File: config.mk
export PLATFORM = sky130hd
export DESIGN_NAME = reg_fifo
export DESIGN_NICKNAME = d
export VERILOG_FILES = /design/src/rtl/reg_fifo_pkg.sv /design/src/rtl/fifo_ptr.sv /design/src/rtl/reg_fifo.sv
export SDC_FILE = /design/constraint.sdc
export NUM_CORES = 1
export LEC_CHECK = 0
export BUFFER_PORTS_ARGS = -buffer_cell sky130_fd_sc_hd__buf_2
export CAP_MARGIN = 15
export CORE_ASPECT_RATIO = 1.75
export CORE_UTILIZATION = 45
export DETAILED_ROUTE_END_ITERATION = 6
export REMOVE_ABC_BUFFERS = 1
export SYNTH_ARGS = -nofsm -noshare
export SYNTH_HDL_FRONTEND = slang
export SYNTH_SLANG_ARGS = --single-unit
File: constraint.sdc
create_clock -name Clk -period 4.3 [get_ports Clk]
set_clock_uncertainty 0.05 [all_clocks]
set_input_delay 0.645 -clock Clk [delete_from_list [all_inputs] [get_ports Clk]]
set_output_delay 0.645 -clock Clk [all_outputs]
set_load 0.01 [all_outputs]
File: src/rtl/reg_fifo_pkg.sv
// rtl/reg_fifo_pkg.sv - shared constants and helper functions for reg_fifo
package reg_fifo_pkg;

  // Reset value of every bit of the registered read word.
  localparam logic RDATA_RST_BIT = 1'b0;

  // Smallest r with 2**r >= n; used to size the entry index.
  function automatic int log2_ceil(input int n);
    int r;
    r = 0;
    while ((1 << r) < n) r++;
    return r;
  endfunction

  // Pointers carry one extra wrap bit above the entry index so that
  // full and empty can be told apart when the indices match.
  function automatic int ptr_width(input int addr_w);
    return addr_w + 1;
  endfunction

endpackage

File: src/rtl/fifo_ptr.sv
// rtl/fifo_ptr.sv - wrapping pointer register with increment enable
//
// Ports:
//   clk   - rising-edge clock
//   rst_n - asynchronous active-low reset, clears ptr to 0
//   inc   - advance the pointer by one on the next rising edge
//   ptr   - current pointer value, rolls over modulo 2**W
module fifo_ptr #(
  parameter int W = 3
) (
  input  logic         clk,
  input  logic         rst_n,
  input  logic         inc,
  output logic [W-1:0] ptr
);

  always_ff @(posedge clk or negedge rst_n) begin
    if (!rst_n) begin
      ptr <= '0;
    end else if (inc) begin
      ptr <= ptr + 1'b1;
    end
  end

endmodule

File: src/rtl/reg_fifo.sv
// rtl/reg_fifo.sv - single-clock flop-based FIFO with full/empty and error pulses
//
// Ports:
//   Clk       - single clock, all state updates on the rising edge
//   Rn        - asynchronous active-low reset
//   WrEn      - write request
//   WrData    - write word, stored when the write is accepted
//   RdEn      - read request
//   RdData    - registered read word, valid one cycle after the accepting edge
//   Full      - no free entry
//   Empty     - no stored entry
//   Overflow  - one-cycle pulse after a rejected write
//   Underflow - one-cycle pulse after a rejected read
//   Level     - occupancy 0..DEPTH (only when REG_FIFO_LEVEL_EN is defined)
//
// Build option: define REG_FIFO_LEVEL_EN to add the Level output.
module reg_fifo
  import reg_fifo_pkg::*;
#(
  parameter  int WIDTH  = 8,
  parameter  int DEPTH  = 4,
  localparam int ADDR_W = log2_ceil(DEPTH),
  localparam int PTR_W  = ptr_width(ADDR_W)
) (
  input  logic             Clk,
  input  logic             Rn,
  input  logic             WrEn,
  input  logic [WIDTH-1:0] WrData,
  input  logic             RdEn,
  output logic [WIDTH-1:0] RdData,
  output logic             Full,
  output logic             Empty,
  output logic             Overflow,
  output logic             Underflow
`ifdef REG_FIFO_LEVEL_EN
  ,
  output logic [PTR_W-1:0] Level
`endif
);

  logic [PTR_W-1:0] wr_ptr;
  logic [PTR_W-1:0] rd_ptr;
  logic             wr_accept;
  logic             rd_accept;
  logic [WIDTH-1:0] mem [DEPTH];

  fifo_ptr #(.W(PTR_W)) u_wr_ptr (
    .clk   (Clk),
    .rst_n (Rn),
    .inc   (wr_accept),
    .ptr   (wr_ptr)
  );

  fifo_ptr #(.W(PTR_W)) u_rd_ptr (
    .clk   (Clk),
    .rst_n (Rn),
    .inc   (rd_accept),
    .ptr   (rd_ptr)
  );

  assign Empty = (wr_ptr == rd_ptr);
  assign Full  = (wr_ptr[ADDR_W-1:0] == rd_ptr[ADDR_W-1:0]) &&
                 (wr_ptr[ADDR_W] != rd_ptr[ADDR_W]);

  // A full FIFO still takes a write when a read frees a slot on the same
  // edge; an empty FIFO never bypasses write data to the read port.
  assign rd_accept = RdEn && !Empty;
  assign wr_accept = WrEn && (!Full || rd_accept);

  // Storage cells are deliberately left out of reset.
  always_ff @(posedge Clk) begin
    if (wr_accept) begin
      mem[wr_ptr[ADDR_W-1:0]] <= WrData;
    end
  end

  always_ff @(posedge Clk or negedge Rn) begin
    if (!Rn) begin
      RdData    <= {WIDTH{RDATA_RST_BIT}};
      Overflow  <= 1'b0;
      Underflow <= 1'b0;
    end else begin
      if (rd_accept) begin
        RdData <= mem[rd_ptr[ADDR_W-1:0]];
      end
      Overflow  <= WrEn && !wr_accept;
      Underflow <= RdEn && !rd_accept;
    end
  end

`ifdef REG_FIFO_LEVEL_EN
  // Modulo subtraction of the wrapped pointers yields 0..DEPTH directly.
  assign Level = wr_ptr - rd_ptr;
`endif

endmodule

Word-level counts from Yosys, hierarchy flattened
Memories as Yosys holds them, arrays and structs flattened. A register that Yosys moved wholly into a read port is not among the register bits. Cells that the tools add are included.

Add/sub/neg operators: 2. Equal/unequal tests: 3. Reductions and logical operators: 11. Mux-type cells: 2.

Operators with widths (count): adder 3 x 1 -> 3 bit, second input constant (2); logical AND 1 bit (5); logical NOT 1 bit (5); equality test 3 bit (1); equality test 2 bit (1); 2-to-1 mux 1 bit (2); logical OR 1 bit (1); != test 1 bit (1).

Bits of input ports: 12. Memories kept: 1. Logic and storage cells: 23. Output and inout bits: 12. Memory bits (writable): 32. Bits in registers: 8.

Memories: mem (words 4, width 8, read ports 1, clocked after memory_dff 1, write ports 1, line reg_fifo.sv:45) `logic [WIDTH-1:0] mem [DEPTH];`.

Longest topological paths before layout
Gate-level depths: netlist of run 1.

Depth after elaboration: 7. Mapped depth: 4. Gate-level depth less buffers: 3.

By module
Synthesis of run 1 repeated with hierarchy kept, for this count alone.

Cells, all modules: 93. Area, all modules: 1933.1 µm².

By module, submodules not included: reg_fifo (cells an instance 77, area each 1685.4 µm², sequential area each 1211.2 µm², times used 1); fifo_ptr (cells an instance 8, area each 123.9 µm², sequential area each 75.1 µm², times used 2).

Worst setup path after synthesis of run 1
Ideal clock, no wire load.

Kind: register to register. Start point: reg u_rd_ptr.ptr[0]. End point: mem mem[0][0] (enable). Path slack: 2469 ps. Data required time: 3989 ps. Period minus slack after synthesis: 1831 ps. Cell stages (with the launch flop): 5. Path buffers: 1. Arrival: 1520 ps. Library setup time: 261 ps. Cell sequence: dfrtp_1 > buf_6 > xor2_4 > or4_4 > and3_2.

Longest elaborated chain between the ends: 7. Elaborated cells on any way between the ends: 10. Classes of those cells: eq/ne (2); mux (2); reduce/logical (6).

RTL lines: start, declared (line fifo_ptr.sv:14) `output logic [W-1:0] ptr`; start signal, assigned (line fifo_ptr.sv:21) `ptr <= ptr + 1'b1;`; equality test 3 bit or equality test 2 bit (tied branches) (line reg_fifo.sv:61, reg_fifo.sv:62); logical NOT 1 bit or logical AND 1 bit (tied branches) (line reg_fifo.sv:67, reg_fifo.sv:62); logical AND 1 bit or logical NOT 1 bit (tied branches) (line reg_fifo.sv:67, reg_fifo.sv:68); logical OR 1 bit * (line reg_fifo.sv:68) `assign wr_accept = WrEn && (!Full || rd_accept);`; logical AND 1 bit * (line reg_fifo.sv:68); 2-to-1 mux 1 bit * (line reg_fifo.sv:72) `if (wr_accept) begin`; 2-to-1 mux 1 bit (implied by the code) * (line reg_fifo.sv:73) `mem[wr_ptr[ADDR_W-1:0]] <= WrData;`; end, declared (line reg_fifo.sv:45).

Every way passes the cells marked *; elsewhere a longest branch is shown, timed or not.

Worst setup path in the final report of run 1
Start point: reg u_rd_ptr.ptr[0]. End point: out Full.

Longest elaborated chain between the ends: 2.

RTL lines: equality test 2 bit (line reg_fifo.sv:62) `assign Full = (wr_ptr[ADDR_W-1:0] == rd_ptr[ADDR_W-1:0]) &&`; logical AND 1 bit (line reg_fifo.sv:62); end, declared (line reg_fifo.sv:31) `output logic Full,`.

No other way between the ends.

==> results of run 1 <==
[power breakdown]
group / switching (uW) / total [uW] / internal, uW
Sequential: 109 / 748 / 638
Combinational: 259 / 531 / 271
Clock: 145 / 257 / 112
Total: 514 / 1540 / 1020
[kinds of logic after synthesis]
logic type / synth area share [%]
simple gates: 3.78
flops: 68.6
mux: 16.3
buf+inv: 1.39
compound gates: 2.84
fa+ha+maj: 3.15
xor+xnor: 4.03
[how the worst max path moves through the flow]
stage,from,slack [ns],endpoint
global placement,u_rd_ptr.ptr[0]$_DFFE_PN0P_,2.19,mem[2][3]$_DFFE_PP_
detailed placement,u_rd_ptr.ptr[0]$_DFFE_PN0P_,2.09,u_rd_ptr.ptr[1]$_DFFE_PN0P_
global route,u_rd_ptr.ptr[1]$_DFFE_PN0P_,1.71,Full
finish,u_rd_ptr.ptr[0]$_DFFE_PN0P_,1.88,Full
floorplan,u_rd_ptr.ptr[0]$_DFFE_PN0P_,2.37,mem[0][0]$_DFFE_PP_
CTS,u_rd_ptr.ptr[0]$_DFFE_PN0P_,1.83,Full
[synthesized netlist by cell type]
cell type / number
a21boi_0: 1
a221o_1: 1
and2_1: 1
and3_2: 4
buf_2: 1
buf_6: 1
dfrtp_1: 16
edfxtp_1: 32
ha_1: 5
inv_1: 3
mux2_2: 10
mux4_1: 8
nor2_1: 1
nor2b_1: 1
nor3_1: 2
nor3b_1: 1
o311ai_0: 1
o31ai_4: 1
o41ai_1: 1
or4_4: 1
xnor2_1: 4
xor2_1: 2
xor2_4: 1
[state kept, by name, summed over array words and instances, names as in the netlist]
| signal | flops |
|---|---|
| u_rd_ptr.ptr | 3 |
| Underflow | 1 |
| RdData | 8 |
| u_wr_ptr.ptr | 3 |
| mem | 32 |
| Overflow | 1 |
[layout make-up]
class	instances	area (um^2)	share of cell area, %
flip-flops and latches	48	1360	61.0
clock inverters	3	18.8	0.840
well taps	49	61.3	2.75
inverters	3	11.3	0.504
repair buffers	23	115	5.15
multi-input cells	46	597	26.7
clock buffers	5	68.8	3.08
[layer usage]
metal / global-route usage, % / up-vias / routed length, um
li1: - / 451 / -
met5: 0 / - / 0
met1: 18.6 / 496 / 1290
met2: 26.2 / 22 / 1760
met3: 4.91 / 8 / 111
met4: 6.80 / 0 / 82
[per-stage QoR]
stage	power (uW)	area [um^2]	std cells	setup WS, ns
final	1540	2230	177	1.88
after global placement	1280	2150	169	2.19
after global routing	1640	2230	177	1.71
after detailed placement	1310	2150	169	2.09
after CTS	1570	2230	177	1.83
after floorplan	1120	1970	97	2.37
[worst max-delay path, stage by stage (launching register included)]
cell and delay (ns):
dfrtp_1 0.76, xor2_4 0.19, nor3_1 0.29, buf_2 0.19
==> flow_summary.ini, run 1 <==
[timing]
hold_violations = 0
relSlewSlack_pct = 56.6
whs_ns = 0.206
finalMaxSlewViolations = 0
rsz0062_at_grt = no
max_freq_ghz = 0.413
worst_pin_slew_ns = 0.651
fin_crit_ns = 2.42
setup_viol = 0
fin_crit_sh_pct = 56.3
fin_setup_tns_ns = 0

[critical_path]
end_kind = output port
startpoint_type = flop
reg2reg_to = mem[2][6]$_DFFE_PP_
critPathArrivalTime_ns = 1.72
crit_type = reg2out
worstRegToRegCells = 3
crit_fanout = 11
ff2ff_setup_slack_ns = 2.15
cp.required_ns = 3.61
r2r_start = u_rd_ptr.ptr[0]$_DFFE_PN0P_

[layout]
synthToLayoutAreaGrowth_pct = 12.5
diodes = 0
utilization_pct = 53.3
mostFrequentLayoutCells = edfxtp_1, buf_2, dfrtp_1
layout_commonest_cell = edfxtp_1
n_fill_cell = 340
drive_above_1_share_pct = 36.7
finalNetCount = 144

[synthesis]
yosys_warnings = 0
synth_top_area_cell = edfxtp_1
ys_types = 23
synth-seq-area-share_pct = 68.6
syn_area_um2 = 1990
synth_top_cell_area_share_pct = 48.4
synth_area_per_cell_um2 = 20.1
ys_ff_latch = 48
synth_cells = 99
synthTopCellsByArea = edfxtp_1, dfrtp_1, mux4_1

[die]
coreArea_um2 = 4190
die_y_um = 89.9
die-width_um = 52.2
num_io_pins = 24
die_area_um2 = 4690
row_count = 31
start_util_pct = 47.4

[global_routing]
grt_pass1_wl_um = 5130
grt_antenna_before_repair = 0
grt_start_max_net_pins = 17
grt_usage_pct = 15.9
grt_pass1_vias = 998
grt_overflow_total = 0

[clock_tree]
post_cts_buffers = 0
cts_root_buffer = clkbuf_8
clkSinkCount = 48
cts_made_buffers = 5
clk_latency_ns = 0.30
htreeDepth = 2
hold_buffers = 0
post_cts_resized = 0
cts_tree = yes
clock_path_buffers = 2
path_clk_slew_ns = 0.09

[min_path]
hold_class = in2async

[outcome]
status = complete, no violations

[pwr]
ir_drop_v = 0.000354
p_per_area_nw_per_um2 = 687
total_leakage_power_uw = 0.000868

[run]
maxCapViolations = 0

[detailed_routing]
drtAntennaViolNets = 0
dr.pass1.iters = 3
routed_via_density = 5.52
wl_per_cell_um = 18.3
wirelength_um = 3250
vias = 977
drc_errors = 0
drtIter0Drc = 10

[place]
io_buffers = 23
hpwl_um = 2290
gp_congestion = 0.771
Note: power is estimated with default switching activity, not from simulation.
==> inputs of run 2 (changes only) <==
- ABC_AREA: default -> 1
- PLACE_DENSITY: default -> 0.67
- clock period: 4.3 -> 2.2 ns (I/O delays scaled with it)
==> run 2 against run 1 <==
Net effect:
- clock-buffer cell count is the same
- sequential power up 82%
- sequential share of layout area fell by 3.0 points
- cell count grew 49%
- non-clock buffer count increased by 4
- largest cell class unchanged
- global-route usage is 3.7 points higher
- area after synthesis up 4.3%
- die area is 4.2% higher
- largest power group unchanged
- first-iteration DRC count grew to 3.3 times the previous value
==> flow_summary.ini, run 2 <==
[pwr]
p_sw_share_pct = 36.3
power_frac_seq_pct = 41.5
comb_power_share_pct = 36.1
total_leakage_power_uw = 0.00104
power_frac_clock_pct = 22.3
switchingPower_uw = 1190
p_int_uw = 2090
ir_drop_v = 0.000681
p_per_area_nw_per_um2 = 1400

[timing]
setup_viol = 0
finalMaxSlewViolations = 0
rsz0062_at_grt = no
fin_crit_ns = 1.95
relSlewSlack_pct = 53.4
hold_violations = 0
fin_crit_sh_pct = 88.7
worst_pin_slew_ns = 0.697
fin_setup_tns_ns = 0
max_freq_ghz = 0.513

[synthesis]
ys_types = 19
ys.flop_type = edfxtp_1
yosys.area_share.simple_pct = 17.6
synth_fa_ha_area_share_pct = 3.02
synthTopCellsByArea = edfxtp_1, dfrtp_1, nand2_1
synth_top_area_cell = edfxtp_1
yosys_warnings = 0
syn_area_um2 = 2070
ys_ff_latch = 48
synth_cells = 186
synth_top_family_by_area = simple AND/OR/NAND/NOR gates
synth_commonest_cells = nand2_1, edfxtp_1, nor2_1
synthArstFlopShare_pct = 33.3
synth-seq-area-share_pct = 65.7
muxShareOfSynthArea_pct = 0
synth_top_cell_area_share_pct = 46.4
synth_compound_area_share_pct = 5.80
yosysMostFrequentCell = nand2_1
synth_area_per_cell_um2 = 11.1
synth_xor_area_share_pct = 2.18
synth_edf_count = 32

[min_path]
hold_class = in2reg
hold_path_depth = 1

[layout]
layout_commonest_cell = nand2_1
finalNetCount = 229
synthToLayoutAreaGrowth_pct = 13.4
diodes = 0
largest_reg_flops = 32
mostFrequentLayoutCells = nand2_1, edfxtp_1, nor2_1
stdcell_count = 263
drive_above_1_share_pct = 18.9

[clock_tree]
post_cts_buffers = 0
clkSinkCount = 48
clock_path_buffers = 2
cts_tree = yes
path_clk_slew_ns = 0.09
cts_root_buffer = clkbuf_8
clk_latency_ns = 0.30
htreeDepth = 2
cts_made_buffers = 5
post_cts_resized = 0

[critical_path]
crit_slowest_cell = nor2_1
startpoint_type = flop
path_buf_inv = 1
critPathMostFrequentCell = nand2_1
worstRegToRegCells = 6
crit_family = simple AND/OR/NAND/NOR gates
crit_fanout = 8
cp_num_cells = 6
crit_path_max_incr_delay_ns = 0.55
crit_type = reg2reg
critPathArrivalTime_ns = 1.83
cp.required_ns = 2.08
end_kind = flop
cp_cell_sequence = inv_1 > nand2_1 > nand2_1 > nand4_2 > nand2_4 > nor2_1

[die]
die_area_um2 = 4890
coreArea_um2 = 4400
start_util_pct = 47.0
die-width_um = 53.3
die_y_um = 91.7
num_io_pins = 24
row_count = 32

[detailed_routing]
vias = 1322
routed_via_density = 5.03
drc_errors = 0
drtAntennaViolNets = 0
dr.pass1.iters = 4
drtIter0Drc = 33
wirelength_um = 4030
wl_per_cell_um = 15.3

[global_routing]
grt_pass1_vias = 1319
grt_overflow_total = 0
grt_antenna_before_repair = 0
grt_start_max_net_pins = 20
grt_usage_pct = 19.7
grt_busiest_layer = met2
grt_pass1_wl_um = 6690
grt_util_met2_pct = 34.6
met3_usage_pct = 4.48
use_met1_pct = 21.5

[place]
place_inst = 255
io_buffers = 23
hpwl_um = 2970
gp_congestion = 0.789

[run]
maxCapViolations = 0

[outcome]
status = complete, no violations
## run 2: metal layers
layer | routed length, um | up-vias
met5 | 0 | -
met4 | 95 | 0
met3 | 149 | 7
met2 | 2270 | 35
met1 | 1510 | 617
li1 | - | 663
## run 2: worst reg2reg max path: stages (launching register included)
cell	delay, ns
dfrtp_1	0.42
inv_1	0.10
nand2_1	0.07
nand2_1	0.12
nand4_2	0.18
nand2_4	0.10
nor2_1	0.55
## run 2: cell type report
| type | count | area [um^2] |
|---|---|---|
| sequential | 48 | 1360 |
| fill | 418 | 2060 |
| timing repair buffer | 27 | 148 |
| tap | 51 | 63.8 |
| inverter | 14 | 52.6 |
| multi-input combinational | 116 | 593 |
| clock inverter | 2 | 60.1 |
| clock buffer | 5 | 68.8 |
## run 2: timing repair
item,CTS,global route
endpoints found under the hold margin,16,0
endpoints found under the setup margin,0,0
hold buffers,1,0
## run 2: cells by family after synthesis
family	count (synthesis)
AO/OA/AOI/OAI	24
XOR/XNOR	3
adder cells (fa/ha/maj)	5
buffers and inverters	22
flip-flops	48
AND/OR/NAND/NOR	84
## run 2: power groups by stage
stage,combinational (uW),sequential [uW],clock [uW]
floorplan,715,1460,0
global placement,1190,1380,0
detailed placement,1200,1390,0
CTS,1210,1370,754
global route,1370,1390,781
finish,1190,1360,734
## run 2: path summary, 6_finish.rpt
kind                                        startpoint                    end  slack [ns]
setup / recovery           u_wr_ptr.ptr[1]$_DFFE_PN0P_    mem[3][6]$_DFFE_PP_        0.25
hold / removal                               WrData[1]    mem[0][1]$_DFFE_PP_        0.21
setup reg to reg           u_wr_ptr.ptr[1]$_DFFE_PN0P_    mem[3][6]$_DFFE_PP_        0.25
hold reg to reg                  RdData[1]$_DFFE_PN0P_  RdData[1]$_DFFE_PN0P_        0.43
max in group asynchronous                           Rn  RdData[2]$_DFFE_PN0P_        1.41
min in group asynchronous                           Rn     Overflow$_DFF_PN0_        0.41
## run 2: metrics by stage
stage / total power (uW) / utilization (%) / worst slack (ns) / cell area (um^2) / hold slack (ns)
3_3_place_gp: 2570 / 50.1 / 0.320 / 2210 / 0.218
3_5_place_dp: 2590 / 50.1 / 0.246 / 2210 / 0.217
2_1_floorplan: 2170 / - / 0.355 / 2010 / -0.0156
4_1_cts: 3330 / 53.3 / 0.226 / 2350 / 0.210
5_1_grt: 3540 / 53.3 / 0.0585 / 2350 / 0.201
6_report: 3280 / 53.3 / 0.249 / 2350 / 0.211
